$ cat config.mk
export PLATFORM = sky130hd
export DESIGN_NAME = reg_file_sb
export DESIGN_NICKNAME = d
export VERILOG_FILES = /design/src/rtl/reg_file_sb.sv
export SDC_FILE = /design/constraint.sdc
export NUM_CORES = 1
export LEC_CHECK = 0
export BUFFER_PORTS_ARGS = -buffer_cell sky130_fd_sc_hd__buf_4
export CORE_MARGIN = 2
export CORE_UTILIZATION = 55
export DETAILED_ROUTE_END_ITERATION = 7
export PLACE_DENSITY = 0.74
export RECOVER_POWER = 50
export SYNTH_ARGS = -nofsm -noshare
export SYNTH_HDL_FRONTEND = slang
export SYNTH_SLANG_ARGS = --single-unit
$ cat constraint.sdc
create_clock -name clk -period 2.62 [get_ports clk]
set_input_delay 0.524 -clock clk [delete_from_list [all_inputs] [get_ports clk]]
set_output_delay 0.524 -clock clk [all_outputs]
set_load 0.02 [all_outputs]
$ cat src/rtl/reg_file_sb.sv
// reg_file_sb: parametrised register file with a per-register pending-write
// scoreboard for RAW hazard detection. Reads are asynchronous. Writes,
// counter updates and the sticky write-error flag change on the rising edge
// of clk.
// Optional build macro: REG_FILE_SB_BYPASS_EN adds write-through forwarding
// from the write port to the read ports.
module reg_file_sb #(
  parameter int unsigned DATA_W   = 16,
  parameter int unsigned NUM_REGS = 8,
  parameter int unsigned ADDR_W   = 3,
  parameter int unsigned NUM_RD   = 2,
  parameter int unsigned PEND_W   = 2
) (
  input  logic                     clk,
  input  logic                     rst_n,
  input  logic [NUM_RD*ADDR_W-1:0] rd_addr,
  output logic [NUM_RD*DATA_W-1:0] rd_data,
  output logic [NUM_RD-1:0]        rd_busy,
  input  logic                     we,
  input  logic [ADDR_W-1:0]        wr_addr,
  input  logic [DATA_W-1:0]        wr_data,
  input  logic                     claim_vld,
  input  logic [ADDR_W-1:0]        claim_addr,
  output logic                     claim_rdy,
  input  logic                     flush,
  output logic                     pend_any,
  output logic                     wr_err
);

  localparam logic [PEND_W-1:0] CNT_MAX = '1;
  localparam logic [PEND_W-1:0] CNT_ONE = PEND_W'(1);

  logic [DATA_W-1:0] mem_q [NUM_REGS];
  logic [DATA_W-1:0] mem_d [NUM_REGS];
  logic [PEND_W-1:0] cnt_q [NUM_REGS];
  logic [PEND_W-1:0] cnt_d [NUM_REGS];
  logic              wr_err_q;
  logic              wr_err_d;

  // A claim is accepted only while the target counter has headroom.
  assign claim_rdy = (cnt_q[claim_addr] != CNT_MAX);
  assign wr_err    = wr_err_q;

  // Storage next state: the write port lands regardless of flush or claims.
  always_comb begin
    mem_d = mem_q;
    if (we) begin
      mem_d[wr_addr] = wr_data;
    end
  end

  // Pending counters: +1 on accepted claim, -1 on write to a non-zero
  // counter, net zero when both hit the same register, flush clears all.
  always_comb begin
    for (int unsigned r = 0; r < NUM_REGS; r++) begin
      cnt_d[r] = cnt_q[r];
      if (flush) begin
        cnt_d[r] = '0;
      end else if (claim_vld && claim_rdy && (claim_addr == ADDR_W'(r)) &&
                   !(we && (wr_addr == ADDR_W'(r)) && (cnt_q[r] != '0))) begin
        cnt_d[r] = cnt_q[r] + CNT_ONE;
      end else if (we && (wr_addr == ADDR_W'(r)) && (cnt_q[r] != '0) &&
                   !(claim_vld && claim_rdy && (claim_addr == ADDR_W'(r)))) begin
        cnt_d[r] = cnt_q[r] - CNT_ONE;
      end
    end
  end

  // Sticky error: a write with nothing pending, unless flush is squashing state.
  always_comb begin
    wr_err_d = wr_err_q;
    if (we && !flush && (cnt_q[wr_addr] == '0)) begin
      wr_err_d = 1'b1;
    end
  end

  // Any outstanding write anywhere in the file.
  always_comb begin
    pend_any = 1'b0;
    for (int unsigned r = 0; r < NUM_REGS; r++) begin
      pend_any = pend_any | (cnt_q[r] != '0);
    end
  end

  // Read ports: independent combinational lookups into storage and counters.
  for (genvar i = 0; i < int'(NUM_RD); i++) begin : g_rd
    logic [ADDR_W-1:0] ra;
    assign ra = rd_addr[i*ADDR_W +: ADDR_W];
`ifdef REG_FILE_SB_BYPASS_EN
    logic hit;
    assign hit = we && (wr_addr == ra);
    assign rd_data[i*DATA_W +: DATA_W] = hit ? wr_data : mem_q[ra];
    // The last outstanding write completing this cycle releases the hazard.
    assign rd_busy[i] = (cnt_q[ra] != '0) && !(hit && (cnt_q[ra] == CNT_ONE));
`else
    assign rd_data[i*DATA_W +: DATA_W] = mem_q[ra];
    assign rd_busy[i] = (cnt_q[ra] != '0);
`endif
  end

  // State registers; reset discards storage, claims and the error flag.
  always_ff @(posedge clk or negedge rst_n) begin
    if (!rst_n) begin
      for (int unsigned r = 0; r < NUM_REGS; r++) begin
        mem_q[r] <= '0;
        cnt_q[r] <= '0;
      end
      wr_err_q <= 1'b0;
    end else begin
      for (int unsigned r = 0; r < NUM_REGS; r++) begin
        mem_q[r] <= mem_d[r];
        cnt_q[r] <= cnt_d[r];
      end
      wr_err_q <= wr_err_d;
    end
  end

endmodule

# --- Yosys cells after proc, flatten, opt, wreduce, memory -nomap -nowiden ---
# Index checks and enable logic that the tools add are counted.
# Widths: inputs -> output; s select.
classes:
  addsub: 16
  n_lt_le_gt_ge: 5
  n_eq_ne: 15
  mux: 45
  bitwise_logic: 11
  n_reduce_logical: 82
op_table:
  columns: ["op", "n"]
  rows:
  - ["$bwmux 128", 1]
  - ["$bmux 16 s3", 2]
  - ["$mux 16", 5]
  - ["$mux 2", 32]
  - ["$demux 16 s3", 1]
  - ["$logic_and 1x1->1", 44]
  - ["$bmux 2 s3", 4]
  - ["$eq 3x3->1 const B", 8]
  - ["$reduce_bool 3->1", 8]
  - ["$reduce_bool 2->1", 10]
  - ["$logic_not 1->1", 17]
  - ["$add 2x1->2 const B", 8]
  - ["$ge 4x4->1 const B", 4]
  - ["$not 3->4", 4]
  - ["$sub 2x1->2 const B", 8]
  - ["$eq 3x2->1 const B", 4]
  - ["$or 1x1->1", 7]
  - ["$eq 3x1->1 const B", 2]
  - ["$logic_not 3->1", 2]
  - ["$lt 4x1->1 const B", 1]
  - ["$logic_not 2->1", 1]
  - ["$ne 2x2->1 const B", 1]
word_totals:
  regBits: 145
  input_bits: 33

# --- Depth between registers and ports, before layout ---
# Gate-level depths: netlist of the first run.
logic_depth:
  word_depth: 12
  mapped_depth: 7

# --- Worst setup path after synthesis of the first run ---
# OpenSTA, ideal clock, no wires.
synth_path:
  path_type: "input to output"
  startpoint: "in rd_addr[2]"
  endpoint: "out rd_busy[0]"
  arrival_time_ns: 1.784
  path_slack_ns: 0.312
  path_stages: 3
  path_buffers: 1
  path_cell_list: "clkbuf_1 -> mux4_1 -> mux2i_1"
synth_via:
  elab_chain_len: 5
synth_rtl:
  columns: ["element", "line_no", "source"]
  rows:
  - ["from (decl)", "16", "input logic [NUM_RD*ADDR_W-1:0] rd_addr,"]
  - ["$not 3->4 (implied by the code)", "97", "assign rd_busy[i] = (cnt_q[ra] != '0);"]
  - ["$bmux 2 s3", "97", null]
  - ["$mux 2 (implied by the code) (2 in series)", "97", null]
  - ["$reduce_bool 2->1", "97", null]
  - ["to (decl)", "18", "output logic [NUM_RD-1:0] rd_busy,"]
# Every way passes these cells. The select of a mux whose other input is x is not followed.

# --- Worst setup path in the final report of the first run ---
layout_path:
  startpoint: "reg cnt_q[8] (netlist name)"
  endpoint: "out rd_busy[1]"
layout_via:
  elab_chain_len: 4
layout_rtl:
  columns: ["element", "line_no", "source"]
  rows:
  - ["from (decl)", "35", "logic [PEND_W-1:0] cnt_q [NUM_REGS];"]
  - ["from (signal, indexed assignment)", "112", "cnt_q[r] <= cnt_d[r];"]
  - ["$bmux 2 s3", "97", null]
  - ["$mux 2 (implied by the code) (2 in series)", "97", null]
  - ["$reduce_bool 2->1", "97", null]
# Every way passes these cells. The select of a mux whose other input is x is not followed.

==> metrics.md, run 1 <==
| Metric | Value |
|---|---|
| Status | `finished, violations left` |
| Failing checks | `capacitance limit, slew limit` |
| Area Growth Syn to Fin | `17.1%` |
| Initial DRC count | `roughly 430` |
| Top Ports | `70` |
| Worst path arrival time | `1970 ps` |
| Sequential fraction of the synthesis area | `0.450` |
| Synth unique cells | `44` |
| Placement row count | `44` |
| Post-DRT Antenna Nets | `0` |
| Worst hold path class | `in -> reg` |
| DR vias/cell | `6.39` |
| Max incr delay on CP | `510 ps` |
| Async set or reset register ratio after synthesis | `1.00` |
| HPWL Detailed | `~13000 µm` |
| P per Cell Area | `774 mW/mm²` |
| Post-CTS resize count | `0` |
| Port Buffers | `69` |
| Most frequent cells after synthesis | `145 x dfrtp_1, 145 x mux2_2, 68 x mux4_2` |
| Max Freq | `between 400 and 500 MHz` |
| Root buffer cell | `clkbuf_16` |
| Number of synthesized flops with an enable pin | `0` |
| Final Hold Fails | `0` |
| Max-cap violations | `2` |
| Final setup fails | `0` |
| Syn Area/Cell | `14.1 µm²` |
| Routed vias | `5382` |
| Layout cells sized above 1 | `0.518` |
| Crit end category | `output port` |
| Core Area | `roughly 0.014 mm²` |
| Tmin final | `2490 ps` |
| P_leak | `between 3 and 4 nW` |
| Starting Density | `0.559` |
| Final Util | `0.654` |
| Max Fanout on Critical Path | `6` |
| Worst-path clk slew | `60 ps` |
| ANT cells | `0` |
| TNS Setup | `0 ps` |
| Gr ovfl total | `0` |
| Final wirelength | `about 19000 µm` |
| CP top delay family | `multiplexers` |
| Initial antenna violation count | `0` |
| First-pass DRT Iterations | `4` |
| Slowest cell on the critical path | `mux4_1` |
| DIE AREA | `0.0156 mm²` |
| Top_reg_cell synth | `dfrtp_1` |
| Number of synthesized register bits | `145` |
| # DRC | `0` |
| Vias in the first global route | `roughly 5800` |
| Post-synthesis cell count | `573` |
| Mapped Nets | `606` |
| Clk sink count | `145` |
| Critical Path RT | `~2100 ps` |
| Area fraction of the dominant cell type after synthesis | `0.450` |
| Slew Limit Headroom | `-0.0314` |
| Warnings, synthesis | `0` |
| Synth area leader | `dfrtp_1` |
| CTS H-tree lvls | `4` |
| Clock tree buffer depth | `2` |
| Cts bufs inserted | `17` |
| CP bufs+invs | `1` |
| Die Ht | `125 µm` |
| Cell area after synthesis | `0.00806 mm²` |
| Die outline width | `125 µm` |
| Worst-margin pin slew | `1550 ps` |
| Type of origin of the critical path | `flip-flop` |
| Final #Nets | `678` |
| RD Place Congestion | `0.859` |
| Skew-Pair Late Insertion Delay | `420 ps` |
| Setup Skew | `5.37 ps` |
| Total GRT Usage | `0.262` |
| Synth area leaders | `dfrtp_1 45%, mux2_2 20%, mux4_2 19%` |
| CTS tree | `yes` |
| Slew Limit Fails | `40` |
| Worst vdd ir | `0.628 mV` |
| Final Cycle Share | `0.952` |
| Critical path type | `reg -> out` |
| RSZ-0062 raised after global routing | `no` |
| Worst-path cell chain | `nor2_1, mux4_1, mux2i_1, buf_4` |
| DR WL/cell | `23.1 µm` |
| First-pass GRT wire length | `about 32000 µm` |
| Largest net degree at the start of global routing | `55` |
| Final Power | `7.31 mW` |
==> worst register-to-register path: stages (launching register included) <==
cell and delay (ps):
dfrtp_1 440, nor2_1 130, mux4_2 490, mux2_2 280, a31o_1 210
==> sequential cells by signal (all words and copies together), names as in the netlist <==
register / count
mem_q: 128
wr_err: 1
cnt_q: 16
==> what timing repair did <==
action / CTS / global route
hold endpoints to repair: 28 / 0
hold buffers: 1 / 0
buffers inserted: 0 / 0
==> cells in the final DEF, fill, tap and decap left out, drive strengths merged, types with 5 or more instances in the layout <==
| master | netlist | layout |
|---|---|---|
| dfrtp | 145 | 145 |
| clkbuf | 12 | 31 |
| nor2 | 19 | 19 |
| mux4 | 70 | 70 |
| o21a | 5 | 5 |
| a21oi | 11 | 11 |
| o21ai | 16 | 16 |
| clkinv | 0 | 6 |
| nor3b | 6 | 6 |
| buf | 31 | 85 |
| nand2 | 55 | 55 |
| mux2 | 145 | 145 |
| nor2b | 8 | 8 |
==> cells by family after synthesis <==
| family | after synthesis | share of synthesized area |
|---|---|---|
| AOI/OAI and AO/OA | 47 | 0.0365 |
| xor gates and xnor gates | 2 | 0.00217 |
| buffers and inverters | 44 | 0.0295 |
| DFF | 145 | 0.450 |
| muxes | 219 | 0.404 |
| and+or+nand+nor | 116 | 0.0775 |
==> where the power goes <==
part           switching, mW  internal, mW  total [mW]
combinational          0.742          1.08        1.82
sequential             0.329          2.68        3.01
clock                  0.920          1.56        2.48
==> stage by stage <==
| step | worst slack, ps | hold WS (ps) | area, µm² | cells |
|---|---|---|---|---|
| final | 125 | 359 | 9440 | 842 |
| after global routing | 56.1 | 355 | 9440 | 842 |
| after CTS | 107 | 338 | 9510 | 842 |
| after detailed placement | 221 | 438 | 8900 | 809 |
| after global placement | 256 | 434 | 8900 | 809 |
| after floorplan | 312 | 228 | 8060 | 573 |
==> final cells by class <==
type | instances | area (µm²)
flip-flops and latches | 145 | 3630
clock buffers | 21 | 470
fillers | 1021 | 4990
repair buffers | 96 | 781
multi-input cells | 384 | 4190
well taps | 184 | 230
inverters | 1 | 3.75
clock inverters | 11 | 135
==> layer usage <==
layer / track usage / wire length, µm / part of all wire / vias to the layer above
met5: 0 / 0 / 0 / -
met4: 0.0987 / 498 / 0.026 / 0
met3: 0.0578 / 1020 / 0.052 / 44
met2: 0.425 / 9850 / 0.51 / 182
met1: 0.353 / 8120 / 0.42 / 2828
li1: - / - / - / 2328
==> worst paths after layout <==
check                      slack (ps)  cells past startpoint                  from                endpoint
setup / recovery                  130                      4  cnt_q[8]$_DFFE_PN0P_              rd_busy[1]
hold / removal                    360                      3           wr_data[13]   mem_q[61]$_DFFE_PN0P_
setup reg to reg                  960                      4  cnt_q[8]$_DFFE_PN0P_      wr_err$_DFFE_PN0P_
hold reg to reg                   500                      1    wr_err$_DFFE_PN0P_      wr_err$_DFFE_PN0P_
max in group asynchronous         490                      3                 rst_n   mem_q[13]$_DFFE_PN0P_
min in group asynchronous         560                      2                 rst_n  mem_q[125]$_DFFE_PN0P_
(Power assumes the default switching activity.)
==> run 2: changes to the inputs <==
--- a/config.mk
+++ b/config.mk
@@ -7,9 +7,9 @@
 export LEC_CHECK = 0
 export BUFFER_PORTS_ARGS = -buffer_cell sky130_fd_sc_hd__buf_4
 export CORE_MARGIN = 2
-export CORE_UTILIZATION = 55
+export CORE_UTILIZATION = 60
 export DETAILED_ROUTE_END_ITERATION = 7
-export PLACE_DENSITY = 0.74
+export PLACE_DENSITY = 0.8
 export RECOVER_POWER = 50
 export SYNTH_ARGS = -nofsm -noshare
 export SYNTH_HDL_FRONTEND = slang
==> metrics.md, run 2 (synthesis gave the netlist of run 1 again) <==
| Metric | Value |
|---|---|
| Slowest cell on the critical path | `mux4_1` |
| Core Area | `0.0132 mm²` |
| CP bufs+invs | `1` |
| Starting Density | `0.611` |
| Slew Limit Fails | `40` |
| Root buffer cell | `clkbuf_16` |
| Initial DRC count | `514` |
| Sequential cell area | `0.00363 mm²` |
| DR vias/cell | `6.48` |
| Hold buffer count at CTS | `0` |
| Final wirelength | `~19000 µm` |
| Tmin final | `2410 ps` |
| Area Growth Syn to Fin | `17.5%` |
| CTS tree | `yes` |
| Post-CTS resize count | `0` |
| HPWL Detailed | `12500 µm` |
| Reg2reg start | `cnt_q[8]$_DFFE_PN0P_` |
| Gr ovfl total | `0` |
| Skew-Pair Late Insertion Delay | `about 420 ps` |
| R2r worst-path depth | `4` |
| Final #Nets | `about 680` |
| Max Fanout on Critical Path | `6` |
| Status | `finished, violations left` |
| R2R Setup Slk | `940 ps` |
| Max-cap violations | `1` |
| Die outline width | `between 100 and 150 µm` |
| Vias in the first global route | `5683` |
| Worst hold path class | `in -> reg` |
| Final Hold Fails | `0` |
| Largest net degree at the start of global routing | `48` |
| Layout cells sized above 1 | `0.524` |
| Initial antenna violation count | `0` |
| Total GRT Usage | `0.282` |
| Worst vdd ir | `0.502 mV` |
| CP top delay family | `multiplexers` |
| Reg2reg end | `wr_err$_DFFE_PN0P_` |
| Worst-path cell chain | `nor2_1, mux4_1, mux2i_1, buf_4` |
| First-pass GRT wire length | `30200 µm` |
| RD Place Congestion | `roughly 0.82` |
| Slew Limit Headroom | `-0.336` |
| WHS | `359 ps` |
| Die Ht | `120 µm` |
| P_leak | `4.00 nW` |
| Clock tree buffer depth | `2` |
| DIE AREA | `between 0.01 and 0.015 mm²` |
| Critical Path RT | `about 2100 ps` |
| ANT cells | `0` |
| Critical path type | `reg -> out` |
| Worst-path clk slew | `60 ps` |
| Final setup fails | `0` |
| RSZ-0062 raised after global routing | `no` |
| Top Ports | `70` |
| Worst path depth | `4` |
| Placement row count | `between 40 and 50` |
| Failing checks | `capacitance limit, slew limit` |
| Port Buffers | `69` |
| Type of origin of the critical path | `flip-flop` |
| # DRC | `0` |
| CP endpoint | `rd_busy[0]` |
| Multi-input logic area | `0.00421 mm²` |
| Largest reg by FF count | `mem_q` |
| Worst-margin pin slew | `2000 ps` |
| Final Cycle Share | `0.921` |
| Max FFs per register | `128` |
| Post CTS Setup Buffer Count | `0` |
| CTS H-tree lvls | `4` |
| Max incr delay on CP | `approximately 500 ps` |
| First-pass DRT Iterations | `7` |
| # fillers | `828` |
| Post-DRT Antenna Nets | `0` |
| Max Freq | `between 400 and 500 MHz` |
| Clk sink count | `145` |
| Cts bufs inserted | `17` |
| DR WL/cell | `22.8 µm` |
| TNS Setup | `0 ps` |
| Setup Skew | `3.00 ps` |
| P per Cell Area | `781 mW/mm²` |
| Worst path arrival time | `1890 ps` |
| Commonest cells after routing, fill and taps aside | `145 x mux2_2, 145 x dfrtp_1, 80 x buf_4, 68 x mux4_2, 55 x nand2_1` |
| Routed vias | `5384` |
| Crit end category | `output port` |
| Crit path launch | `cnt_q[8]$_DFFE_PN0P_` |
run 2: cell count changes in the layout (fill, tap and decap cells not counted), sizes merged:
cell and change:
clkdlybuf4s25 +1, bufinv +1, clkinvlp +2, clkinv -2, dlygate4sd3 -1, clkbuf -9, buf +2, inv +3
run 2: worst min path at each step:
stage	from	to	slack [ps]	cells after the start
floorplan	rst_n	cnt_q[0]$_DFFE_PN0P_	230	0
global placement	rst_n	mem_q[122]$_DFFE_PN0P_	460	1
detailed placement	rst_n	mem_q[42]$_DFFE_PN0P_	460	1
CTS	rst_n	mem_q[42]$_DFFE_PN0P_	10	1
global route	wr_data[8]	mem_q[56]$_DFFE_PN0P_	370	3
finish	wr_data[9]	mem_q[57]$_DFFE_PN0P_	360	3
run 2: area by class of cell:
type,instances,share of cell area
Clock inverter,15,0.0219
Multi-Input combinational cell,384,0.445
Sequential cell,145,0.383
Tap cell,176,0.0233
Timing Repair Buffer,93,0.0813
Clock buffer,17,0.0449
Inverter,1,0.000397
run 2: routing by layer:
layer,global-route usage,part of all wire
met5,0,0
met4,0.0919,0.017
met3,0.0618,0.054
met2,0.472,0.53
met1,0.370,0.40
run 2: report_power, final:
part           internal (mW)  switching [mW]
Sequential              2.68           0.325
Combinational           1.07           0.737
Clock                   1.60           0.981
run 2: worst reg2reg max path, stage by stage (launching register included):
cell and delay, ps:
dfrtp_1 480, nor2_1 140, mux4_2 470, mux2_2 280, a31o_1 210
run 2: metrics by stage:
| step | cells | power, mW | setup slack [ps] | cell area, µm² | utilization |
|---|---|---|---|---|---|
| global route | 831 | 7.71 | 85.3 | 9470 | 0.718 |
| CTS | 831 | 7.45 | 206 | 9490 | 0.720 |
| detailed placement | 799 | 4.84 | 220 | 8860 | 0.672 |
| finish | 831 | 7.40 | 206 | 9470 | 0.718 |
| global placement | 799 | 4.73 | 243 | 8860 | 0.672 |
| floorplan | 573 | 4.21 | 312 | 8060 | - |
==> run 3: changes to the inputs <==
--- a/config.mk
+++ b/config.mk
@@ -6,9 +6,12 @@
 export NUM_CORES = 1
 export LEC_CHECK = 0
 export BUFFER_PORTS_ARGS = -buffer_cell sky130_fd_sc_hd__buf_4
+export CORE_ASPECT_RATIO = 0.7
 export CORE_MARGIN = 2
 export CORE_UTILIZATION = 60
+export CTS_BUF_LIST = sky130_fd_sc_hd__clkbuf_8 sky130_fd_sc_hd__clkbuf_16
 export DETAILED_ROUTE_END_ITERATION = 7
+export HOLD_SLACK_MARGIN = 0.06
 export PLACE_DENSITY = 0.8
 export RECOVER_POWER = 50
 export SYNTH_ARGS = -nofsm -noshare
==> metrics.md, run 3 (synthesis gave the netlist of run 1 again) <==
| Metric | Value |
|---|---|
| Core Area | `0.0131 mm²` |
| Sequential cell area | `0.00363 mm²` |
| Clk sink count | `145` |
| Die Ht | `slightly above 100 µm` |
| P per Cell Area | `786 mW/mm²` |
| Status | `finished, violations left` |
| Worst-margin pin slew | `1610 ps` |
| TNS Setup | `0 ps` |
| Area after DPL | `0.00884 mm²` |
| Worst-path clk slew | `about 60 ps` |
| Multi-input logic area | `between 0.004 and 0.005 mm²` |
| Worst hold path class | `in -> reg` |
| RSZ-0062 raised after global routing | `no` |
| Worst hold path depth | `3` |
| First-pass GRT wire length | `31300 µm` |
| Gr ovfl total | `0` |
| Max FFs per register | `about 130` |
| Final Hold Fails | `0` |
| Max-cap violations | `2` |
| Max Fanout on Critical Path | `6` |
| DR top layer | `met4` |
| Critical Path RT | `roughly 2100 ps` |
| DIE AREA | `0.0144 mm²` |
| Final Cycle Share | `0.913` |
| Commonest cells after routing, fill and taps aside | `145 x mux2_2, 145 x dfrtp_1, 77 x buf_4, 68 x mux4_2, 55 x nand2_1` |
| WHS | `355 ps` |
| DR vias/cell | `6.56` |
| Type of origin of the critical path | `flip-flop` |
| CTS tree | `yes` |
| Design area | `0.00943 mm²` |
| Met3 WL | `around 1200 µm` |
| Final wirelength | `slightly below 20000 µm` |
| P_leak | `4.00 nW` |
| Initial DRC count | `367` |
| Failing checks | `capacitance limit, slew limit` |
| Die outline width | `143 µm` |
| Met2 routed wirelength | `9830 µm` |
| Initial antenna violation count | `0` |
| DR WL/cell | `approximately 24 µm` |
| Largest reg by FF count | `mem_q` |
| Crit end category | `output port` |
| First-pass DRT Iterations | `4` |
| Port Buffers | `69` |
| Post CTS Setup Buffer Count | `0` |
| Routed vias | `5391` |
| RD Place Congestion | `0.826` |
| Layout cells sized above 1 | `0.523` |
| Hold buffer count at CTS | `0` |
| Final #Nets | `676` |
| Critical path type | `reg -> out` |
| M1 wire length | `8310 µm` |
| # DRC | `0` |
| Post-DRT Antenna Nets | `0` |
| R2r worst-path depth | `4` |
| Largest net degree at the start of global routing | `between 60 and 70` |
| CTS H-tree lvls | `4` |
| Skew-Pair Late Insertion Delay | `420 ps` |
| Final setup fails | `0` |
| Worst path arrival time | `1870 ps` |
| Worst vdd ir | `0.526 mV` |
| HPWL Detailed | `13100 µm` |
| Cts bufs inserted | `17` |
| ANT cells | `0` |
| Setup Skew | `2.49 ps` |
| Slew Limit Fails | `84` |
| Top Ports | `70` |
| Tmin final | `2390 ps` |
| Slew Limit Headroom | `-0.0703` |
| Total GRT Usage | `0.295` |
| Clock tree buffer depth | `2` |
| Max Freq | `418 MHz` |
| Vias in the first global route | `between 5000 and 6000` |
| Placement row count | `35` |
| # fillers | `865` |
| Root buffer cell | `clkbuf_16` |
| Area Growth Syn to Fin | `17.0%` |
| Post-CTS resize count | `0` |
| Starting Density | `0.613` |
run 3: cell types whose count changed in the layout (fill, tap and decap cells not counted):
cell / before / now
inv_1: 1 / 2
clkbuf_1: 5 / 7
inv_6: 3 / 0
nand4_1: 3 / 2
nand4_2: 0 / 1
clkbuf_8: 0 / 1
buf_12: 7 / 6
clkinv_2: 1 / 2
clkdlybuf4s25_1: 1 / 0
buf_4: 80 / 77
clkbuf_2: 0 / 4
run 3: area by class of cell:
cell class / count / area share
clock buffers: 18 / 0.0466
clock inverters: 14 / 0.0202
inverters: 1 / 0.000398
multi-input cells: 384 / 0.447
flip-flops and latches: 145 / 0.385
well taps: 166 / 0.0220
repair buffers: 94 / 0.0789
run 3: final timing paths:
check	startpoint	to	slack (ps)
min in group asynchronous	rst_n	mem_q[72]$_DFFE_PN0P_	500
min reg2reg	mem_q[58]$_DFFE_PN0P_	mem_q[58]$_DFFE_PN0P_	500
max	cnt_q[8]$_DFFE_PN0P_	rd_busy[0]	230
max reg2reg	cnt_q[2]$_DFFE_PN0P_	wr_err$_DFFE_PN0P_	980
max in group asynchronous	rst_n	mem_q[124]$_DFFE_PN0P_	680
min	wr_data[0]	mem_q[48]$_DFFE_PN0P_	360
run 3: where the power goes:
part           internal [mW]  total (mW)  switching, mW
clock network           1.61        2.57          0.956
logic                   1.07        1.82          0.749
registers               2.68        3.02          0.345
total                   5.36        7.41           2.05
run 3: metrics by stage:
step	utilization	total power, mW	std cells	worst slack (ps)
6_report	0.718	7.41	822	229
5_1_grt	0.718	7.71	822	145
4_1_cts	0.721	7.45	822	202
3_5_place_dp	0.673	4.87	790	270
3_3_place_gp	0.673	4.75	790	297
2_1_floorplan	-	4.21	573	312
run 3: critical path, stage by stage, from the launching register on:
cell and delay [ps]:
dfrtp_1 430, nor2_1 130, mux4_1 510, mux2i_1 200, buf_4 170
run 3: layer usage:
metal | vias up | global-route usage
li1 | 2310 | -
met1 | 2868 | 0.411
met2 | 193 | 0.484
met3 | 20 | 0.0580
met4 | 0 | 0.0800
met5 | - | 0
